**config.mk**
```make
export PLATFORM = sky130hd
export DESIGN_NAME = snn_wb_initiator
export DESIGN_NICKNAME = d
export VERILOG_FILES = /design/src/rtl/snn_pkg.sv /design/src/rtl/snn_wb_initiator.sv
export SDC_FILE = /design/constraint.sdc
export NUM_CORES = 1
export LEC_CHECK = 0
export BUFFER_PORTS_ARGS = -buffer_cell sky130_fd_sc_hd__buf_2
export CAP_MARGIN = 20
export CORE_MARGIN = 2
export CORE_UTILIZATION = 35
export DETAILED_ROUTE_END_ITERATION = 8
export GPL_TIMING_DRIVEN = 0
export SLEW_MARGIN = 20
export SYNTH_ARGS = -nofsm -noshare
export SYNTH_HDL_FRONTEND = slang
export SYNTH_SLANG_ARGS = --single-unit
```
**constraint.sdc**
```tcl
create_clock -name wb_clk_i -period 31.9 [get_ports wb_clk_i]
set_clock_uncertainty 0.2 [all_clocks]
set_input_delay 3.19 -clock wb_clk_i [delete_from_list [all_inputs] [get_ports wb_clk_i]]
set_output_delay 3.19 -clock wb_clk_i [all_outputs]
set_load 0.02 [all_outputs]
```
**src/rtl/snn_pkg.sv**
```systemverilog
// -----------------------------------------------------------------------------
// snn_pkg -- shared definitions for the SNN Wishbone initiator.
//
// Contents:
//   snn_state_e       FSM state encoding (IDLE, WR_SPK, CALC, RD_SPK, GAP)
//   SPIKE_WORDS       number of 32-bit words in a 256-bit spike vector
//   DEF_*             default base addresses of the per-core windows
// -----------------------------------------------------------------------------
package snn_pkg;

  typedef enum logic [2:0] {
    ST_IDLE   = 3'd0,
    ST_WR_SPK = 3'd1,
    ST_CALC   = 3'd2,
    ST_RD_SPK = 3'd3,
    ST_GAP    = 3'd4
  } snn_state_e;

  localparam int SPIKE_WORDS = 8;

  localparam logic [31:0] DEF_IMEM_BASE_0 = 32'h8000_0000;
  localparam logic [31:0] DEF_IMEM_BASE_1 = 32'h8001_0000;
  localparam logic [31:0] DEF_CALC_BASE   = 32'h8003_0000;
  localparam logic [31:0] DEF_OMEM_BASE_0 = 32'h8004_0000;
  localparam logic [31:0] DEF_OMEM_BASE_1 = 32'h8005_0000;

endpackage

```
**src/rtl/snn_wb_initiator.sv**
```systemverilog
// -----------------------------------------------------------------------------
// snn_wb_initiator -- Wishbone classic initiator that runs one SNN timestep on
// one of two cores: write 8 input-spike words, write the calc trigger, then
// read back 8 output-spike words.
//
// Ports:
//   wb_clk_i, wb_rst_i     clock, asynchronous active-high reset
//   start_i                request one timestep (accepted only when idle)
//   core_sel_i             target core (0/1), captured at acceptance
//   spike_in_i[255:0]      axon spikes, captured at acceptance
//   busy_o                 transaction active (through the done/err cycle)
//   done_o                 one-cycle pulse after the last read beat
//   err_o                  one-cycle pulse when a beat times out
//   spike_out_o[255:0]     neuron spikes collected by the read beats
//   wbm_*                  Wishbone classic initiator port, all outputs registered
//
// Handshake: a beat is offered while cyc=stb=1 and completes at the clock
// edge where ack is sampled high together with stb; adr/dat/we/sel are frozen
// until then. cyc/stb drop in the following cycle, which is the GAP cycle
// separating beats. An ack seen while stb=0 has no effect.
//
// Configuration macro: SNN_WB_INIT_TIMEOUT_EN
//   defined   -- each beat has a wait counter; after TIMEOUT_CYCLES cycles
//                without ack the transaction is aborted with an err_o pulse
//   undefined -- beats wait for ack indefinitely, err_o is constant 0
//
// The FSM state is r_state (snn_state_e); r_phase holds the phase the next
// beat issued from GAP belongs to.
// -----------------------------------------------------------------------------
module snn_wb_initiator
  import snn_pkg::*;
#(
  parameter logic [31:0] IMEM_BASE_0    = DEF_IMEM_BASE_0,
  parameter logic [31:0] IMEM_BASE_1    = DEF_IMEM_BASE_1,
  parameter logic [31:0] CALC_BASE      = DEF_CALC_BASE,
  parameter logic [31:0] OMEM_BASE_0    = DEF_OMEM_BASE_0,
  parameter logic [31:0] OMEM_BASE_1    = DEF_OMEM_BASE_1,
  parameter int          TIMEOUT_CYCLES = 255
) (
  input  logic         wb_clk_i,
  input  logic         wb_rst_i,
  input  logic         start_i,
  input  logic         core_sel_i,
  input  logic [255:0] spike_in_i,
  output logic         busy_o,
  output logic         done_o,
  output logic         err_o,
  output logic [255:0] spike_out_o,
  output logic         wbm_cyc_o,
  output logic         wbm_stb_o,
  output logic         wbm_we_o,
  output logic [3:0]   wbm_sel_o,
  output logic [31:0]  wbm_adr_o,
  output logic [31:0]  wbm_dat_o,
  input  logic         wbm_ack_i,
  input  logic [31:0]  wbm_dat_i
);

  // A zero timeout would abort every beat before the target could answer.
  if (TIMEOUT_CYCLES < 1) begin : g_bad_timeout
    $error("snn_wb_initiator: TIMEOUT_CYCLES must be at least 1");
  end

  snn_state_e   r_state;
  snn_state_e   r_phase;
  logic [2:0]   r_cnt;
  logic         r_core;
  logic [255:0] r_spike_in;
  logic [255:0] r_spike_out;
  logic         r_busy;
  logic         r_done;
  logic         r_cyc;
  logic         r_stb;
  logic         r_we;
  logic [3:0]   r_sel;
  logic [31:0]  r_adr;
  logic [31:0]  r_dat;

`ifdef SNN_WB_INIT_TIMEOUT_EN
  localparam int TO_W = (TIMEOUT_CYCLES > 1) ? $clog2(TIMEOUT_CYCLES + 1) : 1;
  logic            r_err;
  logic [TO_W-1:0] r_wait;
`endif

  logic        w_ack;
  logic        w_last_word;
  logic        w_beat_we;
  logic [31:0] w_beat_adr;
  logic [31:0] w_beat_dat;
  logic [31:0] w_word_off;

  // Only an ack that meets an active strobe completes a beat.
  assign w_ack       = wbm_ack_i & r_stb;
  assign w_last_word = (r_cnt == 3'(SPIKE_WORDS - 1));
  assign w_word_off  = {27'd0, r_cnt, 2'b00};

  // Request fields of the next beat, loaded into the wbm_* registers in GAP.
  always_comb begin
    w_beat_we  = 1'b0;
    w_beat_adr = 32'd0;
    w_beat_dat = 32'd0;
    unique case (r_phase)
      ST_WR_SPK: begin
        w_beat_we  = 1'b1;
        w_beat_adr = (r_core ? IMEM_BASE_1 : IMEM_BASE_0) + w_word_off;
        w_beat_dat = r_spike_in[{r_cnt, 5'd0} +: 32];
      end
      ST_CALC: begin
        w_beat_we  = 1'b1;
        w_beat_adr = CALC_BASE + {29'd0, r_core, 2'b00};
        w_beat_dat = 32'h0000_0001;
      end
      ST_RD_SPK: begin
        w_beat_adr = (r_core ? OMEM_BASE_1 : OMEM_BASE_0) + w_word_off;
      end
      default: begin
        w_beat_we  = 1'b0;
      end
    endcase
  end

  always_ff @(posedge wb_clk_i or posedge wb_rst_i) begin
    if (wb_rst_i) begin
      r_state     <= ST_IDLE;
      r_phase     <= ST_IDLE;
      r_cnt       <= 3'd0;
      r_core      <= 1'b0;
      r_spike_in  <= '0;
      r_spike_out <= '0;
      r_busy      <= 1'b0;
      r_done      <= 1'b0;
      r_cyc       <= 1'b0;
      r_stb       <= 1'b0;
      r_we        <= 1'b0;
      r_sel       <= 4'h0;
      r_adr       <= 32'd0;
      r_dat       <= 32'd0;
`ifdef SNN_WB_INIT_TIMEOUT_EN
      r_err       <= 1'b0;
      r_wait      <= '0;
`endif
    end else begin
      r_done <= 1'b0;
`ifdef SNN_WB_INIT_TIMEOUT_EN
      r_err  <= 1'b0;
`endif
      unique case (r_state)
        ST_IDLE: begin
          // r_busy is still high in the done/err cycle, so a start seen
          // there is ignored and busy falls one cycle later.
          if (start_i && !r_busy) begin
            r_busy     <= 1'b1;
            r_core     <= core_sel_i;
            r_spike_in <= spike_in_i;
            r_cnt      <= 3'd0;
            r_phase    <= ST_WR_SPK;
            r_state    <= ST_GAP;
          end else begin
            r_busy <= 1'b0;
          end
        end

        ST_GAP: begin
          r_cyc   <= 1'b1;
          r_stb   <= 1'b1;
          r_we    <= w_beat_we;
          r_sel   <= 4'hF;
          r_adr   <= w_beat_adr;
          r_dat   <= w_beat_dat;
          r_state <= r_phase;
`ifdef SNN_WB_INIT_TIMEOUT_EN
          r_wait  <= '0;
`endif
        end

        ST_WR_SPK, ST_CALC, ST_RD_SPK: begin
          if (w_ack) begin
            r_cyc   <= 1'b0;
            r_stb   <= 1'b0;
            r_we    <= 1'b0;
            r_sel   <= 4'h0;
            r_state <= ST_GAP;
            if (r_state == ST_WR_SPK) begin
              // The 3-bit counter wraps 7->0 on the way into CALC.
              r_cnt <= r_cnt + 3'd1;
              if (w_last_word) r_phase <= ST_CALC;
            end else if (r_state == ST_CALC) begin
              r_phase <= ST_RD_SPK;
            end else begin
              r_spike_out[{r_cnt, 5'd0} +: 32] <= wbm_dat_i;
              r_cnt <= r_cnt + 3'd1;
              if (w_last_word) begin
                r_state <= ST_IDLE;
                r_phase <= ST_IDLE;
                r_done  <= 1'b1;
              end
            end
          end
`ifdef SNN_WB_INIT_TIMEOUT_EN
          else if (r_wait == TO_W'(TIMEOUT_CYCLES - 1)) begin
            // Abandon the timestep; words already read stay in spike_out.
            r_cyc   <= 1'b0;
            r_stb   <= 1'b0;
            r_we    <= 1'b0;
            r_sel   <= 4'h0;
            r_cnt   <= 3'd0;
            r_err   <= 1'b1;
            r_state <= ST_IDLE;
            r_phase <= ST_IDLE;
          end else begin
            r_wait <= r_wait + TO_W'(1);
          end
`endif
        end

        default: begin
          r_state <= ST_IDLE;
        end
      endcase
    end
  end

  assign busy_o      = r_busy;
  assign done_o      = r_done;
  assign spike_out_o = r_spike_out;
  assign wbm_cyc_o   = r_cyc;
  assign wbm_stb_o   = r_stb;
  assign wbm_we_o    = r_we;
  assign wbm_sel_o   = r_sel;
  assign wbm_adr_o   = r_adr;
  assign wbm_dat_o   = r_dat;

`ifdef SNN_WB_INIT_TIMEOUT_EN
  assign err_o = r_err;
`else
  assign err_o = 1'b0;
`endif

endmodule

```
# == After elaboration in Yosys (flattened, before gate mapping) ==
# Cells that the tools add are included.
# word_totals
ff_bits,594
inputBits,293
output_inout_bits,330
word_cells,85
# op_classes
add_sub_neg,5
eq_ne,13
n_shift,3
n_mux,35
bitwise_logic,3
reduce_logical,13
# op_table
op,count
bitwise mux 256 bit,1
"variable shift 32 x 10 -> 256 bit, first input constant",1
indexed part select 256 x 9 -> 32 bit,1
indexed part select 32 x 10 -> 256 bit,1
case mux 32 bit (3 select lines),1
adder 32 x 5 -> 32 bit,2
case mux 32 bit (2 select lines),1
two-way mux 3 bit,15
two-way mux 17 bit,2
"adder 32 x 3 -> 32 bit, first input constant",1
"equality test 3 x 2 -> 1 bit, second input constant",4
case mux 3 bit (2 select lines),2
negation 8 -> 10 bit,1
"!= test 3 bit, second input constant",3
case mux 3 bit (3 select lines),1
two-way mux 1 bit,8
case mux 4 bit (2 select lines),1
AND reduction 4 bit,2
"equality test 3 x 1 -> 1 bit, second input constant",2
"equality test 3 bit, second input constant",2
AND reduction 2 bit,3
AND reduction 5 bit,1
two-way mux 4 bit,1
"!= test 2 bit, second input constant",2
other kinds (10),13

# == Logic depth before layout (Yosys ltp) ==
# Gate-level depths: netlist (run 1).
# depth
word_depth,6
mapped_depth,11
depth_no_buf,6

# == Least setup slack after synthesis (run 1) ==
# OpenSTA, ideal clock, no wires.
# synth_path
kind,input to register
startpoint,in wbm_ack_i
endpoint,reg r_spike_out[212] (netlist: spike_out_o[212])
setup_ns,0.125
arrival_ns,4.715
required_ns,31.575
slack_ns,26.860
stages,5
n_path_buf,1
cell_sequence,nand3_2 or4b_4 nor4_4 buf_6 mux2_2
# synth_between
elab_chain_len,2
# synth_rtl
element,line_no,rtl
from (decl),snn_wb_initiator.sv:55,"input logic wbm_ack_i,"
bitwise AND 1 bit,snn_wb_initiator.sv:93,assign w_ack = wbm_ack_i & r_stb;
AND reduction 4 bit (no source line),-,
"to (signal, indexed assignment)",snn_wb_initiator.sv:190,"r_spike_out[{r_cnt, 5'd0} +: 32] <= wbm_dat_i;"
to (decl),snn_wb_initiator.sv:69,logic [255:0] r_spike_out;
# No other way between the ends.
# A chain may end at the register's enable or synchronous reset.

# == Worst setup path in the final report (run 1) ==
# layout_path
startpoint,in wbm_ack_i
endpoint,reg r_spike_out[60] (netlist: spike_out_o[60])
# The elaborated chain is that of the path after synthesis.

==> results of run 1 <==
worst max-delay path by stage:
stage                            to  startpoint  slack [ns]  depth (start not counted)
CTS                 spike_out_o[42]   wbm_ack_i       26.79                          6
floorplan                    busy_o    wb_rst_i       12.74                          1
global placement     r_spike_in[22]    wb_rst_i        7.23                          2
finish              spike_out_o[60]   wbm_ack_i       26.74                          6
global route        spike_out_o[40]   wbm_ack_i       26.68                          6
detailed placement  spike_out_o[42]   wbm_ack_i       26.11                          6
registers in the layout, indices dropped and copies added, names as in the netlist:
register     flops
r_phase          2
r_core           1
done_o           1
wbm_adr_o        7
busy_o           1
wbm_we_o         1
wbm_sel_o        1
r_state          3
r_cnt            3
wbm_dat_o       32
r_spike_in     256
spike_out_o    256
worst max-delay path, stage by stage:
cell     delay [ns]
buf_2          0.12
nand3_2        0.14
or4b_4         0.57
nor2_1         0.64
buf_2          0.42
mux2_2         0.37
routing by layer:
layer | routed length, um | part of all wire, %
met5 | 91 | 0.11
met4 | 3220 | 4.0
met3 | 5460 | 6.8
met2 | 39600 | 49
met1 | 32400 | 40
final cells by class:
class | instances | area (um2)
diodes | 8 | 20.0
repair buffers | 602 | 3150
well taps | 864 | 1080
clock buffers | 84 | 1720
fillers | 6342 | 36100
inverters | 8 | 37.5
multi-input cells | 1376 | 8680
clock inverters | 30 | 430
plain buffers | 152 | 766
flip-flops and latches | 564 | 14100
cell families (layout without fill, tap and decap cells):
family          after synthesis  count (layout)
compound gates               88              88
buf+inv                     160             876
fa+ha+maj                    12              12
flops                       564             564
simple gates                895             895
other cells                   1              34
mux                         355             355
Yosys cell counts (7+ instances only):
library cell and count:
nand2_1 818, dfrtp_1 564, mux2_2 313, clkbuf_1 64
buf_2 45, nor2_1 41, o31ai_1 33, o22ai_1 32
buf_4 31, mux4_2 31, nor2b_1 12, ha_1 11
buf_1 9, inv_1 8, mux2_1 7
power groups by stage:
stage               combinational [mW]  clock, mW  sequential, mW
floorplan                        0.461          0            1.02
global placement                 0.729          0            1.01
detailed placement               0.745          0            1.02
CTS                              0.750      0.772            1.01
global route                     0.826      0.797            1.03
finish                           0.744      0.754            1.01
stage by stage:
stage,utilization [%],instances
6_report,45.4,3688
5_1_grt,45.4,3685
2_1_floorplan,-,2100
3_3_place_gp,41.8,3560
3_5_place_dp,42.1,3566
4_1_cts,45.4,3680
==> out/qor.csv, run 1 <==
metric;value;unit
CTS tree;done;
Port Buffers;596;
hold path cells;2;
commonest cells after routing, fill and taps aside;nand2_1 (818), buf_2 (641), dfrtp_1 (564);
sw frac;35.0;%
dpl ws;26.11;ns
Total Power;2.51;mW
detailed-route wire length per cell;21.9;um
post-cts sizing count;0;
Setup crit end kind;flop;
Synth Area in Simple Gates;14.8;%
TritonRoute pass-1 iters;5;
Routed WL;80800;um
Syn-to-layout area delta;27.7;%
Critical R2R Capture;spike_out_o[60];
setup violators final;0;
fin. max-slew vios;0;
CP required;32.20;ns
Syn Area/Cell;11.3;um2
worst hold slack;0.269;ns
Synth Area in Compound Gates;2.57;%
Die W;263;um
crit path DAT;5.46;ns
hold path startpoint;r_spike_in[232];
Final nets;3069;
Max VDD drop;0.0000414;V
Min-Delay Endpoint;r_spike_in[232];
CTS sink cnt;564;
HPWL after detailed placement;60700;um
Synth top area share;60.1;%
routing usage on met3;5.18;%
Root Buffer;clkbuf_16;
commonest non-fill, non-tap cell in the layout;nand2_1;
largest net degree at the start of global routing;108;
M1 GR Usage;28.2;%
Clock Power Share;30.1;%
Starting Density;35.5;%
Area after DPL;27800;um2
FF-to-FF setup slack;27.30;ns
via count;18300;
global-route wire length before repair;120000;um
main combinational cell family by area after synthesis;multiplexers;
Pleak;16.6;nW
clk_lat worst skew;0.63;ns
Routed Antenna Nets;0;
Max Root-Sink Buffers;3;
xor and xnor area share after synthesis;0;%
Avg Vias per Cell;4.97;
Sum Neg Setup Slack;0;ns
Yosys reg bits;564;
CTS clk-pin slew, worst paths;0.06;ns
routability congestion estimate;0.894;
most used flip-flop cell after synthesis;dfrtp_1;
Int Pwr;1.63;mW
Setup WS post-layout;26.74;ns
sequential share of power;40.3;%
vias in the first global route;19100;
post-synth design cell area;23500;um2
remaining global-route overflow;0;
met2 GRT Util;39.5;%
reg2reg start;r_cnt[1];
die area;69200;um2
Core ar.;66100;um2
FMAX;194;MHz
minimum clock period;5.16;ns
Hold Path Class;flop to flop;
Post-synth EDFFs;0;
max_slew headroom;33.8;%
# rows;94;
antenna violations before repair;15;
largest cells by area after synthesis;dfrtp_1 (60%), mux2_2 (15%), nand2_1 (13%), mux4_2 (3.0%), o31ai_1 (1.1%);
CTS Buf Count;61;
Final Hold Viols;0;
MaxCap Viol Count;0;
Synth async-reset ratio;100;%
Seq/Total Area, Yosys;60.1;%
CP Max Fanout;10;
combinational share of power;29.7;%
Remaining DRCs;0;
switching power;0.878;mW
Die Y;263;um
Yosys top cell by area;dfrtp_1;
Cells after Synth;2075;
RSZ-0062 raised after global routing;false;
gr busiest metal;met2;
share of cells above drive strength 1;40.2;%
Yosys cell types;44;
DRT iter0 DRCs;1225;
H-tree levels;2;
Total GRT Usage;23.1;%
Synth Area in Adders;0.628;%
hold buffers post-CTS;0;
Tcrit/Tclk final;16.2;%
# Post-CTS Setup Buffers;0;
Top Ports;623;
yosys warns;0;
status;complete, no violations;
Finished Cell Area;30000;um2
post-synthesis mux area share;18.5;%
Slew @ Worst Pin;0.992;ns
power density over the cells;83.6;nW/um2
crit start category;input port;
Setup CP Type;input port to flop;
worst-case reg-to-reg path depth;9;
Note: power is estimated with default switching activity, not from simulation.
==> run 2, diff against run 1 <==
--- a/config.mk
+++ b/config.mk
@@ -5,6 +5,7 @@
 export SDC_FILE = /design/constraint.sdc
 export NUM_CORES = 1
 export LEC_CHECK = 0
+export ABC_AREA = 1
 export BUFFER_PORTS_ARGS = -buffer_cell sky130_fd_sc_hd__buf_2
 export CAP_MARGIN = 20
 export CORE_MARGIN = 2
==> constraint.sdc (replaced) <==
create_clock -name wb_clk_i -period 4.37 [get_ports wb_clk_i]
set_clock_uncertainty 0.2 [all_clocks]
set_input_delay 0.437 -clock wb_clk_i [delete_from_list [all_inputs] [get_ports wb_clk_i]]
set_output_delay 0.437 -clock wb_clk_i [all_outputs]
set_load 0.02 [all_outputs]
==> out/qor.csv, run 2 <==
metric;value;unit
status;complete, no violations;
routability congestion estimate;0.892;
Setup crit end kind;flop;
setup violators final;0;
Setup CP Type;flop to flop;
Top Ports;623;
Synth Area in Adders;0.569;%
Yosys cell types;33;
Seq/Total Area, Yosys;58.3;%
die area;71200;um2
yosys warns;0;
xor and xnor area share after synthesis;0;%
Final Hold Viols;0;
most frequent cells after synthesis;nand2_1 (1202), dfrtp_1 (564), o21ai_0 (360), nor2_1 (193), clkbuf_1 (121);
Port Buffers;596;
Remaining DRCs;0;
top-count cell post-synth;nand2_1;
Starting Density;35.3;%
MaxCap Viol Count;0;
antenna violations before repair;4;
Syn-to-layout area delta;39.6;%
filler instances;6580;
Hold Path Class;input port to flop;
Pleak;18.3;nW
clk_lat worst skew;0.64;ns
global-route wire length before repair;157000;um
Routed Antenna Nets;0;
H-tree levels;2;
Root Buffer;clkbuf_16;
Die W;267;um
CP required;4.74;ns
crit start category;flop;
Yosys reg bits;564;
Synth async-reset ratio;100;%
post-synthesis mux area share;0.0931;%
Cells after Synth;2906;
CTS sink cnt;564;
max_slew headroom;22.3;%
CP Max Fanout;10;
CTS tree;done;
HPWL after detailed placement;81300;um
dpl ws;-0.123;ns
vias in the first global route;24200;
Total GRT Usage;30.0;%
via count;24500;
detailed-route wire length per cell;22.5;um
DRT iter0 DRCs;2228;
main combinational cell family by area after synthesis;simple AND/OR/NAND/NOR gates;
Max VDD drop;0.000320;V
Tcrit/Tclk final;92.5;%
Yosys top cell by area;dfrtp_1;
Die Y;267;um
Routed WL;109000;um
TritonRoute pass-1 iters;5;
Max Root-Sink Buffers;3;
crit path DAT;4.41;ns
Synth top area share;58.3;%
Synth Area in Compound Gates;10.5;%
Avg Vias per Cell;5.07;
commonest cells after routing, fill and taps aside;nand2_1 (1202), buf_2 (654), dfrtp_1 (564);
Syn Area/Cell;8.32;um2
share of cells above drive strength 1;21.0;%
Core ar.;68500;um2
CTS clk-pin slew, worst paths;0.07;ns
post-synth design cell area;24200;um2
# rows;96;
Post-synth EDFFs;0;
Sum Neg Setup Slack;0;ns
minimum clock period;4.04;ns
Slew @ Worst Pin;1.16;ns
Setup WS post-layout;0.330;ns
commonest non-fill, non-tap cell in the layout;nand2_1;
CTS Buf Count;60;
Final nets;4205;
Synth Area in Simple Gates;24.6;%
fin. max-slew vios;0;
power density over the cells;559;nW/um2
most used flip-flop cell after synthesis;dfrtp_1;
largest cells by area after synthesis;dfrtp_1 (58%), nand2_1 (19%), o21ai_0 (7.4%), nor2_1 (3.0%), nand3_1 (1.9%);
FMAX;247;MHz
RSZ-0062 raised after global routing;false;
largest net degree at the start of global routing;34;
remaining global-route overflow;0;
run 2: power by group:
part	leakage, nW	switching (mW)	total [mW]	internal (mW)
clock network	0.998	2.24	5.26	3.01
registers	7.41	0.855	7.55	6.70
logic	9.85	4.20	6.07	1.87
run 2: area by class of cell:
class	instances	area, um2	area share, %
Timing Repair Buffer	908	6340	18.8
Antenna cell	4	10.0	0.0297
Inverter	103	390	1.16
Tap cell	882	1100	3.27
Sequential cell	564	14100	41.8
Buffer	216	1020	3.02
Multi-Input combinational cell	2048	8770	26.0
Clock inverter	22	269	0.797
Clock buffer	87	1740	5.16
run 2: repair_timing:
action                     in CTS  in global routing
hold endpoints to repair      398                  0
resized for setup               3                  3
pin swaps                       0                  0
hold buffers                  291                  0
setup endpoints to repair     150                  3
setup buffers                   0                  0
run 2: worst paths after layout:
kind,cells past startpoint,slack (ns),startpoint,to
setup reg to reg,12,0.33,r_cnt[0],spike_out_o[42]
hold reg to reg,2,0.27,spike_out_o[100],spike_out_o[100]
setup / recovery,12,0.33,r_cnt[0],spike_out_o[42]
min in group asynchronous,3,0.13,wb_rst_i,spike_out_o[28]
max in group asynchronous,9,2.13,wb_rst_i,r_spike_in[114]
hold / removal,6,0.07,wbm_ack_i,r_state[1]
run 2: routing by layer:
metal | part of all wire [%] | wire [um] | up-vias | global-route usage [%]
li1 | - | - | 11200 | -
met1 | 37 | 40600 | 11700 | 35.8
met2 | 48 | 52100 | 1254 | 50.6
met3 | 8.9 | 9700 | 297 | 6.73
met4 | 5.8 | 6340 | 2 | 15.6
met5 | 0.0064 | 7 | - | 0
run 2: metrics by stage:
| stage | hold slack [ns] | cell area [um2] | power, mW | utilization (%) | instances |
|---|---|---|---|---|---|
| finish | 0.0716 | 33800 | 18.9 | 49.3 | 4834 |
| global route | 0.127 | 33700 | 19.9 | 49.3 | 4831 |
| CTS | 0.0552 | 33700 | 18.8 | 49.3 | 4830 |
| detailed placement | 0.234 | 28800 | 13.4 | 42.1 | 4430 |
| global placement | 0.250 | 28400 | 13.2 | 41.4 | 4409 |
| floorplan | 0.244 | 24300 | 10.9 | - | 2931 |
run 2: cell families after synthesis:
logic type      count (synthesis)
flops                         564
simple gates                 1525
other cells                     1
compound gates                484
fa+ha+maj                      11
mux                             2
buf+inv                       319
run 2: worst max-delay path, cell delays in order (launching register included):
cell	delay [ns]
dfrtp_1	0.49
inv_1	0.22
clkbuf_1	0.30
clkbuf_2	0.35
ha_1	0.31
ha_1	0.29
inv_2	0.13
nand2_1	0.08
nor2_1	0.35
nand2_1	0.33
nor2_2	0.57
nand3_1	0.22
nand2_1	0.11
==> run 3, diff against run 2 <==
--- a/config.mk
+++ b/config.mk
@@ -12,6 +12,7 @@
 export CORE_UTILIZATION = 35
 export DETAILED_ROUTE_END_ITERATION = 8
 export GPL_TIMING_DRIVEN = 0
+export RECOVER_POWER = 25
 export SLEW_MARGIN = 20
 export SYNTH_ARGS = -nofsm -noshare
 export SYNTH_HDL_FRONTEND = slang
==> out/qor.csv, run 3 (same netlist as run 2, synthesis figures left out) <==
metric;value;unit
worst hold slack;0.0753;ns
clk_lat worst skew;0.64;ns
Slew @ Worst Pin;1.85;ns
setup violators final;0;
TritonRoute pass-1 iters;5;
critical path cell sequence;inv_1 > clkbuf_1 > clkbuf_2 > ha_1 > ha_1 > clkbuf_2 > nor3_4 > nand2_1 > buf_4 > buf_6 > nor2_1 > nor2_1;
Core ar.;68500;um2
HPWL after detailed placement;81300;um
Area after DPL;28800;um2
FMAX;244;MHz
share of cells above drive strength 1;18.4;%
commonest cells after routing, fill and taps aside;nand2_1 (1202), dfrtp_1 (564), buf_2 (554);
routability congestion estimate;0.892;
Die W;267;um
dpl ws;-0.123;ns
Setup WS post-layout;0.278;ns
fin. max-slew vios;29;
Routed Antenna Nets;0;
CP top delay family;buffers and inverters;
die area;71200;um2
Die Y;267;um
global-route wire length before repair;157000;um
RSZ-0062 raised after global routing;false;
Routed WL;109000;um
Top Ports;623;
placed insts;4430;
remaining global-route overflow;0;
Max Root-Sink Buffers;3;
detailed-route wire length per cell;22.5;um
Setup crit end kind;flop;
# Post-CTS Setup Buffers;0;
Setup CP Type;flop to flop;
minimum clock period;4.09;ns
status;finished, violations left;
vias in the first global route;24200;
MaxCap Viol Count;1;
CTS Buf Count;60;
power density over the cells;562;nW/um2
max_slew headroom;-23.6;%
Syn-to-layout area delta;38.7;%
Root Buffer;clkbuf_16;
largest net degree at the start of global routing;34;
Final Hold Viols;0;
antenna violations before repair;4;
Max VDD drop;0.000323;V
Starting Density;35.3;%
crit path DAT;4.41;ns
Final Non-Filler Cells;4833;
H-tree levels;2;
Finished Cell Area;33500;um2
via count;24600;
Total GRT Usage;30.0;%
DRT iter0 DRCs;2239;
Critical Path Max Stage Delay;0.58;ns
Final nets;4205;
Avg Vias per Cell;5.09;
Port Buffers;596;
CTS tree;done;
Tcrit/Tclk final;93.6;%
CP required;4.69;ns
Crit path buffers/inverters;6;
# rows;96;
commonest non-fill, non-tap cell in the layout;nand2_1;
Remaining DRCs;0;
Hold Path Class;input port to flop;
CTS clk-pin slew, worst paths;0.07;ns
Pleak;17.8;nW
crit start category;flop;
CTS sink cnt;564;
failing checks;max-capacitance violations, max-slew violations;
slowest CP cell;nor3_4;
CP Max Fanout;10;
[run 3: cell count changes in the layout (fill, tap and decap cells not counted)]
cell / before / now
clkinvlp_2: 0 / 1
buf_2: 654 / 554
buf_12: 18 / 14
diode_2: 4 / 3
buf_16: 3 / 2
clkinvlp_4: 1 / 0
clkbuf_1: 131 / 234
clkbuf_2: 2 / 4
[run 3: routing by layer]
metal / track usage, % / wire (um) / up-vias
li1: - / - / 11200
met1: 35.8 / 40500 / 11800
met2: 50.6 / 52300 / 1279
met3: 6.73 / 9700 / 298
met4: 15.6 / 6340 / 2
met5: 0 / 7 / -
[run 3: worst paths after layout]
check | cells after the start | endpoint | start | slack (ns)
setup / recovery | 12 | spike_out_o[195] | r_cnt[0] | 0.28
hold / removal | 6 | r_state[1] | wbm_ack_i | 0.08
setup reg to reg | 12 | spike_out_o[195] | r_cnt[0] | 0.28
hold reg to reg | 2 | r_spike_in[42] | r_spike_in[42] | 0.28
max in group asynchronous | 7 | spike_out_o[239] | wb_rst_i | 0.55
min in group asynchronous | 3 | spike_out_o[28] | wb_rst_i | 0.19
[run 3: what timing repair did]
item,CTS,global route
pin swaps,0,0
resized for setup,3,3
endpoints found under the hold margin,398,0
hold buffers,291,0
endpoints found under the setup margin,150,3
[run 3: where the power goes]
group | switching (mW) | total [mW] | internal (mW)
clock network | 2.25 | 5.26 | 3.01
registers | 0.862 | 7.56 | 6.70
logic | 4.19 | 6.03 | 1.84
[run 3: layout make-up]
cell class	instances	area [um2]
multi-input cells	2048	8770
clock buffers	87	1740
well taps	882	1100
inverters	103	388
fillers	6628	34900
plain buffers	216	1020
clock inverters	22	269
repair buffers	908	6130
diodes	3	7.51
flip-flops and latches	564	14100
[run 3: worst min-delay path, stage by stage]
cell	delay [ns]
buf_2	0.08
nand2_1	0.10
nand2_1	0.09
nand2_1	0.04
inv_1	0.06
o22ai_1	0.06
[run 3: stage by stage]
stage | util (%) | TNS (ns) | power (mW)
floorplan | - | -2225.93 | 10.9
global placement | 41.4 | -4265.30 | 13.2
detailed placement | 42.1 | -6.10 | 13.4
CTS | 49.3 | 0 | 18.8
global route | 49.0 | 0 | 19.9
finish | 49.0 | 0 | 18.8
